==> config.mk <==
export PLATFORM = sky130hd
export DESIGN_NAME = md_unit_flat
export DESIGN_NICKNAME = d
export VERILOG_FILES = /design/src/rtl/md_pkg.sv /design/src/rtl/md_if.sv /design/src/rtl/md_iter_core.sv /design/src/rtl/md_unit.sv /design/src/flat_wrapper.sv
export SDC_FILE = /design/constraint.sdc
export NUM_CORES = 1
export LEC_CHECK = 0
export CORE_MARGIN = 5
export CORE_UTILIZATION = 28
export CTS_CLUSTER_DIAMETER = 120
export DETAILED_ROUTE_END_ITERATION = 8
export DONT_BUFFER_PORTS = 1
export GPL_TIMING_DRIVEN = 1
export PLACE_DENSITY = 0.46
export REMOVE_ABC_BUFFERS = 1
export SYNTH_ARGS = -nofsm -noshare
export SYNTH_HDL_FRONTEND = slang
export SYNTH_HIERARCHICAL = 1
export SYNTH_SLANG_ARGS = --single-unit
==> constraint.sdc <==
create_clock -name clk -period 3.6 [get_ports clk]
set_input_delay 0.72 -clock clk [delete_from_list [all_inputs] [get_ports clk]]
set_output_delay 0.72 -clock clk [all_outputs]
set_load 0.005 [all_outputs]
==> src/rtl/md_pkg.sv <==
// Shared constants for the multiply/divide unit: command bit positions, FSM states, iteration count.
// Optional build macro MD_FAST_MUL_EN is consumed in md_unit.sv.
package md_pkg;

  localparam int MD_WIDTH = 32;
  localparam int ITER     = MD_WIDTH;

  // md_op one-hot bit positions
  localparam int OP_MULT  = 0;
  localparam int OP_MULTU = 1;
  localparam int OP_DIV   = 2;
  localparam int OP_DIVU  = 3;

  // hilo_op one-hot bit positions
  localparam int HL_MFHI = 0;
  localparam int HL_MFLO = 1;
  localparam int HL_MTHI = 2;
  localparam int HL_MTLO = 3;

  localparam logic [3:0] MFHI_CODE = 4'b0001;
  localparam logic [3:0] MFLO_CODE = 4'b0010;
  localparam logic [3:0] MTHI_CODE = 4'b0100;
  localparam logic [3:0] MTLO_CODE = 4'b1000;

  typedef enum logic [1:0] {
    IDLE = 2'd0,
    RUN  = 2'd1,
    FIX  = 2'd2
  } md_state_e;

  function automatic logic is_onehot4(input logic [3:0] v);
    return (v != 4'd0) && ((v & (v - 4'd1)) == 4'd0);
  endfunction

endpackage

==> src/rtl/md_if.sv <==
// CPU <-> multiply/divide unit bus: command inputs, HI/LO state, status and FSM debug view.
interface md_if #(
  parameter int WIDTH = 32
);

  // Handshake: md_start is a one-cycle request that is accepted only on an edge where
  // busy is low; a request seen while busy is dropped, never queued. done pulses for
  // one cycle once HI/LO hold the new result and busy has fallen.
  logic                   md_start;
  logic [3:0]             md_op;
  logic [WIDTH-1:0]       rs_data;
  logic [WIDTH-1:0]       rt_data;
  logic [3:0]             hilo_op;
  logic                   busy;
  logic                   done;
  logic [WIDTH-1:0]       hi;
  logic [WIDTH-1:0]       lo;
  logic [WIDTH-1:0]       hilo_rdata;
  md_pkg::md_state_e      dbg_state;

  modport master (
    output md_start, md_op, rs_data, rt_data, hilo_op,
    input  busy, done, hi, lo, hilo_rdata, dbg_state
  );

  modport slave (
    input  md_start, md_op, rs_data, rt_data, hilo_op,
    output busy, done, hi, lo, hilo_rdata, dbg_state
  );

endinterface

==> src/rtl/md_iter_core.sv <==
// Iterative unsigned datapath: radix-2 shift-add multiply or restoring divide, one step per enable.
// A single 2W accumulator {acc_hi, acc_lo} holds product, or remainder/quotient.
module md_iter_core #(
  parameter int WIDTH = 32
) (
  input  logic             clk,
  input  logic             rst,
  input  logic             load,
  input  logic             step,
  input  logic             is_div,
  input  logic [WIDTH-1:0] op_a,
  input  logic [WIDTH-1:0] op_b,
  output logic [WIDTH-1:0] acc_hi,
  output logic [WIDTH-1:0] acc_lo
);

  logic [WIDTH-1:0] hi_q, lo_q, b_q;
  logic             div_q;
  logic [WIDTH:0]   add_sum;
  logic [WIDTH:0]   trial;

  // Multiply: lo_q holds the multiplier and shifts right as product bits enter from above.
  assign add_sum = {1'b0, hi_q} + ({1'b0, b_q} & {(WIDTH+1){lo_q[0]}});
  // Divide: remainder is always below the divisor, so trial[WIDTH] is a clean borrow flag.
  assign trial   = {hi_q, lo_q[WIDTH-1]} - {1'b0, b_q};

  always_ff @(posedge clk or posedge rst) begin
    if (rst) begin
      hi_q  <= '0;
      lo_q  <= '0;
      b_q   <= '0;
      div_q <= 1'b0;
    end else if (load) begin
      hi_q  <= '0;
      lo_q  <= is_div ? op_a : op_b;
      b_q   <= is_div ? op_b : op_a;
      div_q <= is_div;
    end else if (step) begin
      if (div_q) begin
        if (!trial[WIDTH]) begin
          hi_q <= trial[WIDTH-1:0];
          lo_q <= {lo_q[WIDTH-2:0], 1'b1};
        end else begin
          hi_q <= {hi_q[WIDTH-2:0], lo_q[WIDTH-1]};
          lo_q <= {lo_q[WIDTH-2:0], 1'b0};
        end
      end else begin
        hi_q <= add_sum[WIDTH:1];
        lo_q <= {add_sum[0], lo_q[WIDTH-1:1]};
      end
    end
  end

  assign acc_hi = hi_q;
  assign acc_lo = lo_q;

endmodule

==> src/rtl/md_unit.sv <==
// Multi-cycle MULT/MULTU/DIV/DIVU unit with HI/LO registers and MFxx/MTxx access.
// Build option: define MD_FAST_MUL_EN for a single-cycle combinational multiply path.
module md_unit
  import md_pkg::*;
#(
  parameter int WIDTH = ITER
) (
  input  logic clk,
  input  logic rst,
  md_if.slave  bus
);

  localparam int CNT_W = (WIDTH > 1) ? $clog2(WIDTH) : 1;

  md_state_e          state_q, state_n;
  logic               accept;
  logic               busy_q, done_q;
  logic [CNT_W-1:0]   cnt_q;
  logic [WIDTH-1:0]   hi_q, lo_q, rs_raw_q;
  logic               is_div_q, neg_res_q, neg_rem_q, dz_q;

  logic               op_is_div, op_is_signed, rs_neg, rt_neg, div_zero;
  logic [WIDTH-1:0]   rs_abs, rt_abs, core_hi, core_lo;
  logic [WIDTH-1:0]   fix_hi, fix_lo;
  logic [2*WIDTH-1:0] mul_raw, mul_fix;

  assign op_is_div    = bus.md_op[OP_DIV] | bus.md_op[OP_DIVU];
  assign op_is_signed = bus.md_op[OP_MULT] | bus.md_op[OP_DIV];
  assign rs_neg       = op_is_signed & bus.rs_data[WIDTH-1];
  assign rt_neg       = op_is_signed & bus.rt_data[WIDTH-1];
  assign rs_abs       = rs_neg ? (~bus.rs_data + 1'b1) : bus.rs_data;
  assign rt_abs       = rt_neg ? (~bus.rt_data + 1'b1) : bus.rt_data;
  assign div_zero     = op_is_div && (bus.rt_data == '0);

  always_comb begin
    state_n = state_q;
    accept  = 1'b0;
    case (state_q)
      IDLE: begin
        if (bus.md_start && is_onehot4(bus.md_op)) begin
          accept = 1'b1;
          if (div_zero) state_n = FIX;
`ifdef MD_FAST_MUL_EN
          else if (!op_is_div) state_n = FIX;
`endif
          else state_n = RUN;
        end
      end
      RUN:     if (cnt_q == CNT_W'(WIDTH - 1)) state_n = FIX;
      FIX:     state_n = IDLE;
      default: state_n = IDLE;
    endcase
  end

  md_iter_core #(.WIDTH(WIDTH)) u_core (
    .clk    (clk),
    .rst    (rst),
    .load   (accept),
    .step   (state_q == RUN),
    .is_div (op_is_div),
    .op_a   (rs_abs),
    .op_b   (rt_abs),
    .acc_hi (core_hi),
    .acc_lo (core_lo)
  );

`ifdef MD_FAST_MUL_EN
  logic [WIDTH-1:0] fa_q, fb_q;
  always_ff @(posedge clk or posedge rst) begin
    if (rst) begin
      fa_q <= '0;
      fb_q <= '0;
    end else if (accept) begin
      fa_q <= rs_abs;
      fb_q <= rt_abs;
    end
  end
  assign mul_raw = {{WIDTH{1'b0}}, fa_q} * {{WIDTH{1'b0}}, fb_q};
`else
  assign mul_raw = {core_hi, core_lo};
`endif

  // Magnitudes were computed unsigned; restore signs here. -2^(W-1)/-1 wraps naturally.
  assign mul_fix = neg_res_q ? (~mul_raw + 1'b1) : mul_raw;

  always_comb begin
    fix_hi = mul_fix[2*WIDTH-1:WIDTH];
    fix_lo = mul_fix[WIDTH-1:0];
    if (is_div_q) begin
      if (dz_q) begin
        fix_hi = rs_raw_q;
        fix_lo = '1;
      end else begin
        fix_hi = neg_rem_q ? (~core_hi + 1'b1) : core_hi;
        fix_lo = neg_res_q ? (~core_lo + 1'b1) : core_lo;
      end
    end
  end

  always_ff @(posedge clk or posedge rst) begin
    if (rst) begin
      state_q   <= IDLE;
      busy_q    <= 1'b0;
      done_q    <= 1'b0;
      cnt_q     <= '0;
      hi_q      <= '0;
      lo_q      <= '0;
      rs_raw_q  <= '0;
      is_div_q  <= 1'b0;
      neg_res_q <= 1'b0;
      neg_rem_q <= 1'b0;
      dz_q      <= 1'b0;
    end else begin
      state_q <= state_n;
      busy_q  <= (state_n != IDLE);
      done_q  <= (state_q == FIX);
      if (accept) begin
        cnt_q     <= '0;
        is_div_q  <= op_is_div;
        neg_res_q <= rs_neg ^ rt_neg;
        neg_rem_q <= rs_neg;
        dz_q      <= div_zero;
        rs_raw_q  <= bus.rs_data;
      end else if (state_q == RUN) begin
        cnt_q <= cnt_q + 1'b1;
      end
      // An accepted md_start suppresses a same-cycle MTHI/MTLO.
      if (state_q == FIX) begin
        hi_q <= fix_hi;
        lo_q <= fix_lo;
      end else if (!busy_q && !accept) begin
        if (bus.hilo_op == MTHI_CODE) hi_q <= bus.rs_data;
        if (bus.hilo_op == MTLO_CODE) lo_q <= bus.rs_data;
      end
    end
  end

  assign bus.busy       = busy_q;
  assign bus.done       = done_q;
  assign bus.hi         = hi_q;
  assign bus.lo         = lo_q;
  assign bus.dbg_state  = state_q;
  assign bus.hilo_rdata = (bus.hilo_op == MFHI_CODE) ? hi_q :
                          (bus.hilo_op == MFLO_CODE) ? lo_q : '0;

endmodule
==> src/flat_wrapper.sv <==
// flat-port wrapper written by rule: the top's interface ports become plain ports
module md_unit_flat import md_pkg::*;
#(
  parameter int WIDTH = ITER
)
  (clk, rst, bus_md_start, bus_md_op, bus_rs_data, bus_rt_data, bus_hilo_op, bus_busy, bus_done, bus_hi, bus_lo, bus_hilo_rdata, bus_dbg_state);
  md_if #(.WIDTH(WIDTH)) bus_i ();
  input  logic clk;
  input  logic rst;
  input wire logic [$bits(bus_i.md_start)-1:0] bus_md_start;
  input wire logic [$bits(bus_i.md_op)-1:0] bus_md_op;
  input wire logic [$bits(bus_i.rs_data)-1:0] bus_rs_data;
  input wire logic [$bits(bus_i.rt_data)-1:0] bus_rt_data;
  input wire logic [$bits(bus_i.hilo_op)-1:0] bus_hilo_op;
  output wire logic [$bits(bus_i.busy)-1:0] bus_busy;
  output wire logic [$bits(bus_i.done)-1:0] bus_done;
  output wire logic [$bits(bus_i.hi)-1:0] bus_hi;
  output wire logic [$bits(bus_i.lo)-1:0] bus_lo;
  output wire logic [$bits(bus_i.hilo_rdata)-1:0] bus_hilo_rdata;
  output wire logic [$bits(bus_i.dbg_state)-1:0] bus_dbg_state;
  assign bus_i.md_start = bus_md_start;
  assign bus_i.md_op = bus_md_op;
  assign bus_i.rs_data = bus_rs_data;
  assign bus_i.rt_data = bus_rt_data;
  assign bus_i.hilo_op = bus_hilo_op;
  assign bus_busy = bus_i.busy;
  assign bus_done = bus_i.done;
  assign bus_hi = bus_i.hi;
  assign bus_lo = bus_i.lo;
  assign bus_hilo_rdata = bus_i.hilo_rdata;
  assign bus_dbg_state = bus_i.dbg_state;
  md_unit #(.WIDTH(WIDTH)) u_core (.clk(clk), .rst(rst), .bus(bus_i));
endmodule
---- Yosys cells after proc, flatten, opt, wreduce, memory -nomap -nowiden ----
Cells that the tools add are included.
word-level totals
  input port bits ......................... 75
  register bits ........................... 205
  output and inout port bits .............. 100
cells by class
  bitwise operators ....................... 12
  eq/ne operators ......................... 7
  multiplexer cells ....................... 35
  reduce and logical (&&, ||, !) cells .... 17
  add/subtract/negate cells ............... 9
operator list
  cell                                                             count
  32-bit 2-to-1 mux                                                25
  32-bit by 1-bit adder with 32-bit output, second input constant  4
  32-bit NOT                                                       4
  64-bit by 1-bit adder with 64-bit output, second input constant  1
  64-bit 2-to-1 mux                                                1
  64-bit NOT                                                       1
  32-bit by 33-bit adder with 33-bit output                        1
  32-bit by 33-bit AND with 33-bit output                          1
  33-bit by 32-bit subtractor with 33-bit output                   1
  32-bit zero test                                                 1
  5-bit 2-to-1 mux                                                 2
  2-bit nonzero test                                               5
  2-bit 2-to-1 mux                                                 3
  5-bit by 1-bit adder with 5-bit output, second input constant    1
  5-bit == test, second input constant                             1
  4-bit AND                                                        1
  4-bit by 1-bit == test with 1-bit output, second input constant  1
  4-bit by 2-bit == test with 1-bit output, second input constant  1
  4-bit by 3-bit == test with 1-bit output, second input constant  1
  4-bit == test, second input constant                             1
  1-bit logical AND                                                4
  4-bit zero test                                                  1
  2-bit one-hot mux with 2 select lines                            1
  2-bit AND reduction                                              2
  10 further kinds                                                 15

---- Logic depth before layout (Yosys ltp) ----
  depth after elaboration ................. 11
  gate-level depth with buffers ........... 15

---- Hierarchy ----
The synthesis kept the hierarchy.
modules (own cells, without submodules)
  module        times used  area an instance (um^2)  cells an instance
  md_unit       1           9281.4                   1189
  md_iter_core  1           8876.0                   1061

---- Worst setup path before layout ----
No wires, ideal clock.
  path kind ............................... register to register
  from .................................... register u_core.u_core.lo_q[0] (netlist: u_core/u_core/acc_lo[0])
  to ...................................... register u_core.u_core.hi_q[31] (netlist: u_core/u_core/acc_hi[31])
  setup time .............................. 66 ps
  arrival ................................. 3108 ps
  path buffers ............................ 1
  required time ........................... 3534 ps
  stages on the path, launching flop included .. 14
  slack ................................... 426 ps
  path through ............................ dfrtp_1 clkbuf_1 nand2_1 fa_1 nand2b_1 a211o_1 a211oi_1 nor2_1 o31ai_2 a221o_1 o21ai_1 nand2b_1 a211oi_1 o311a_1
on the way
  longest elaborated chain between the ends .. 5
RTL lines
  what                                       line                RTL
  start, declared                            md_iter_core.sv:17  logic [WIDTH-1:0] hi_q, lo_q, b_q;
  start signal, assigned                     md_iter_core.sv:35  lo_q <= is_div ? op_a : op_b;
  start signal, assigned                     md_iter_core.sv:42  lo_q <= {lo_q[WIDTH-2:0], 1'b1};
  start signal, assigned                     md_iter_core.sv:45  lo_q <= {lo_q[WIDTH-2:0], 1'b0};
  32-bit by 33-bit AND with 33-bit output    md_iter_core.sv:23  assign add_sum = {1'b0, hi_q} + ({1'b0, b_q} & {(WIDTH+1){lo_q[0]}});
  32-bit by 33-bit adder with 33-bit output  md_iter_core.sv:23
  32-bit 2-to-1 mux                          md_iter_core.sv:39  if (div_q) begin
  32-bit 2-to-1 mux                          md_iter_core.sv:38  end else if (step) begin
  32-bit 2-to-1 mux                          md_iter_core.sv:33  end else if (load) begin
  end signal, assigned                       md_iter_core.sv:41  hi_q <= trial[WIDTH-1:0];
  end signal, assigned                       md_iter_core.sv:44  hi_q <= {hi_q[WIDTH-2:0], lo_q[WIDTH-1]};
  end signal, assigned                       md_iter_core.sv:48  hi_q <= add_sum[WIDTH:1];
  end, declared                              md_iter_core.sv:17
Every way passes these cells. The select of a mux whose other input is x is not followed.
A chain may end at the register's enable or synchronous reset.

---- Worst setup path after layout ----
  from .................................... register u_core.u_core.hi_q[1] (netlist: u_core/u_core/acc_hi[1])
  to ...................................... register u_core.u_core.hi_q[31] (netlist: u_core/u_core/acc_hi[31])
on the way
  longest elaborated chain between the ends .. 5
  elaborated cells on any way between the ends .. 6
  classes of those cells .................. add/sub: 2; mux: 4
RTL lines
  what                                            line                RTL
  33-bit by 32-bit subtractor with 33-bit output  md_iter_core.sv:25  assign trial = {hi_q, lo_q[WIDTH-1]} - {1'b0, b_q};
  32-bit 2-to-1 mux                               md_iter_core.sv:40  if (!trial[WIDTH]) begin
  32-bit 2-to-1 mux (*)                           md_iter_core.sv:39
  32-bit 2-to-1 mux (*)                           md_iter_core.sv:38
  32-bit 2-to-1 mux (*)                           md_iter_core.sv:33
Mark *: on every way between the ends. The rest lies on a longest branch, timed or not. The select of a mux whose other input is x is not followed.

==> flow_summary.toml <==
[run_status]
outcome = "finished, final reports clean"

[synthesis]
synthArstFlopShare_pct = 100.0
synth_cell_types = 104
ys_seq_area_share_pct = 28.39
synth.area.top_cells = "dfrtp_1, mux2i_1, a21oi_1, nand2_1, ha_1"
synth_edf_count = 0
syn_avg_cell_area_um2 = 8.070
synth_commonest_cells = "nand2_1, nor2_1, dfrtp_1, a21oi_1, mux2i_1"
synth_warnings = 6
yosys_register_bits = 206
ys.flop_type = "dfrtp_1"
post-synth-top-count-cell = "nand2_1"
synth_area_leader_cell = "dfrtp_1"
synthCells = 2250
syn-cell-area_um2 = 18160
synth_top_area_share_pct = 28.39

[setup_path]
cp_max_fo = 6
startpoint_type = "flop"
path_delay_family = "compound AO/OA/AOI/OAI gates"
crit_start = "u_core/u_core/acc_hi[1]"
required_ps = 4040
critical_path_buf_inv_count = 1
cp.arrival_ps = 3860
endpoint_kind = "flop"
r2r_start = "u_core/u_core/acc_hi[1]"
cpMaxStageDelayCell = "a31oi_1"
worstSetupPathType = "flop to flop"
cp_cell_sequence = "ha_1 > o21a_1 > o31ai_1 > buf_4 > a211oi_1 > o21ai_1 > a31oi_1 > a21bo_2 > a21oi_1 > o31a_1 > xnor2_1 > o311a_1"
slowest_delay_ps = 460

[floorplanning]
initial_core_util_pct = 28.22
core.rowCount = 93
ioPinCount = 175
die_w_um = 264.7
die_area_um2 = 70040
core_area_um2 = 64350
die_h_um = 264.7

[route]
vias_per_cell = 5.610
drtIter0Drc = 1370
vias = 17487
drt-total-wl_mm = 74.65
drt-pass1-iter-count = 8
ant_nets = 0
route.detailed.drc = 0
wl_per_cell_um = 23.95

[power_and_ir_drop]
leakage_nw = 8.819
vdd_ir_drop_max_mv = 0.3762
powerDensity_nw_per_um2 = 1039
finalPower_mw = 21.31

[sta]
slew_violations = 0
worst_pin_slew_ps = 933.7
whs_ps = 55.89
skew_ps = 17.83
final.setup.worst_slack_ps = 182.6
setup_viol = 0
hold_viol_final = 0
rsz0062_at_grt = "false"
min_period_ps = 3417
maxSlewHeadroom_pct = 37.59
setup_tns_ps = 0
fmax_mhz = 292.6
fin_crit_sh_pct = 94.93

[global_routing]
grt_max_degree = 74
antenna_found_initial = 0
grt_pass1_wl_mm = 111.9
gr-total-overflow = 0
grt_usage_pct = 20.16
grt_pass1_vias = 17391

[cts]
clkSinkCount = 206
numCtsBuffers = 26
cts_tree = "done"
cts-root-buf = "clkbuf_16"
cts.path.max_buffers = 3
cts_max_level = 1
clkLatencyLatePin_ps = 560
clk_pin_slew_ps = 60

[layout]
area_growth_pct = 12.99
stdcell_count = 3117
drive_gt1_share_pct = 10.67
stdcell_area_um2 = 20520
final_nets = 2391
final_util_pct = 31.88

[place]
post_dp_cell_area_um2 = 19610
finalWeightedCongestion = 0.9699
placed_cells = 3069
dp_slack_ps = 36.33
dp_hpwl_mm = 58.02
portBuffers = 0

[min_path]
holdCritPathClass = "primary input to async pin"

[job]
timing.max_cap.violations = 0
cells by family (layout without fill, tap and decap cells):
logic type	after synthesis	count (layout)	synth area share (%)
AND/OR/NAND/NOR	757	757	20.05
XOR/XNOR	176	176	8.531
adder cells (fa/ha/maj)	72	72	5.044
buffers and inverters	233	242	5.099
AO/OA/AOI/OAI	668	668	25.17
flip-flops	206	206	28.39
other	0	3	0
multiplexers	138	138	7.718
path summary, 6_finish.rpt:
path                                            endpoint  slack, ps  depth (start not counted)
max in group asynchronous       u_core/u_core/acc_hi[22]       2590                          2
worst min register to register       u_core/rs_raw_q[18]        470                          2
min in group clk                      u_core/rs_raw_q[7]        270                          2
worst max register to register  u_core/u_core/acc_hi[31]        180                         12
worst min-delay path                    u_core/bus.lo[1]         60                          1
worst max-delay path            u_core/u_core/acc_hi[31]        180                         12
per-layer routing:
| layer | global-route usage [%] | wire (um) | vias up | part of all wire, % |
|---|---|---|---|---|
| met5 | 0 | 0 | - | 0 |
| met4 | 5.315 | 2042 | 0 | 2.7 |
| met3 | 1.996 | 3979 | 102 | 5.3 |
| met2 | 34.61 | 35740 | 567 | 48 |
| met1 | 27.28 | 32890 | 8604 | 44 |
| li1 | - | - | 8214 | - |
report_power, final:
| part | internal, mW | leakage [nW] | total, mW | switching [mW] |
|---|---|---|---|---|
| Sequential | 3.46 | 2.49 | 4.91 | 1.45 |
| Clock | 1.51 | 0.402 | 2.58 | 1.08 |
| Combinational | 5.58 | 5.92 | 13.8 | 8.23 |
| Total | 10.6 | 8.82 | 21.3 | 10.8 |
cell type report:
type | count | area [um2]
fill | 6866 | 43830
multi-input combinational | 1811 | 12200
sequential | 206 | 5157
tap | 855 | 1070
timing repair buffer | 117 | 953.4
clock buffer | 37 | 753.2
inverter | 82 | 319.1
clock inverter | 6 | 58.81
antenna | 3 | 7.507
placed cells by master (no fill, tap or decap), drive strengths merged, types with 70 or more instances in the layout:
cell type    n
a21oi      187
buf        117
dfrtp      206
ha          70
inv         81
mux2i      122
nand2      246
nor2       215
o21ai      122
xnor2       76
xor2       100
state kept, by name, summed over array words and instances (netlist names), 2 cells and up:
| name | count |
|---|---|
| u_core/bus.hi | 32 |
| u_core/cnt_q | 5 |
| u_core/bus.lo | 32 |
| u_core/u_core/acc_hi | 32 |
| u_core/bus.dbg_state | 2 |
| u_core/rs_raw_q | 32 |
| u_core/u_core/acc_lo | 32 |
| u_core/u_core/b_q | 32 |
repair_timing:
action                                 4_1_cts  5_1_grt
hold buffers                                 0        0
buffers inserted                             0        2
setup endpoints to repair                    0       17
endpoints found under the hold margin        0        0
resized for setup                            0       14
Note: power is estimated with default switching activity, not from simulation.
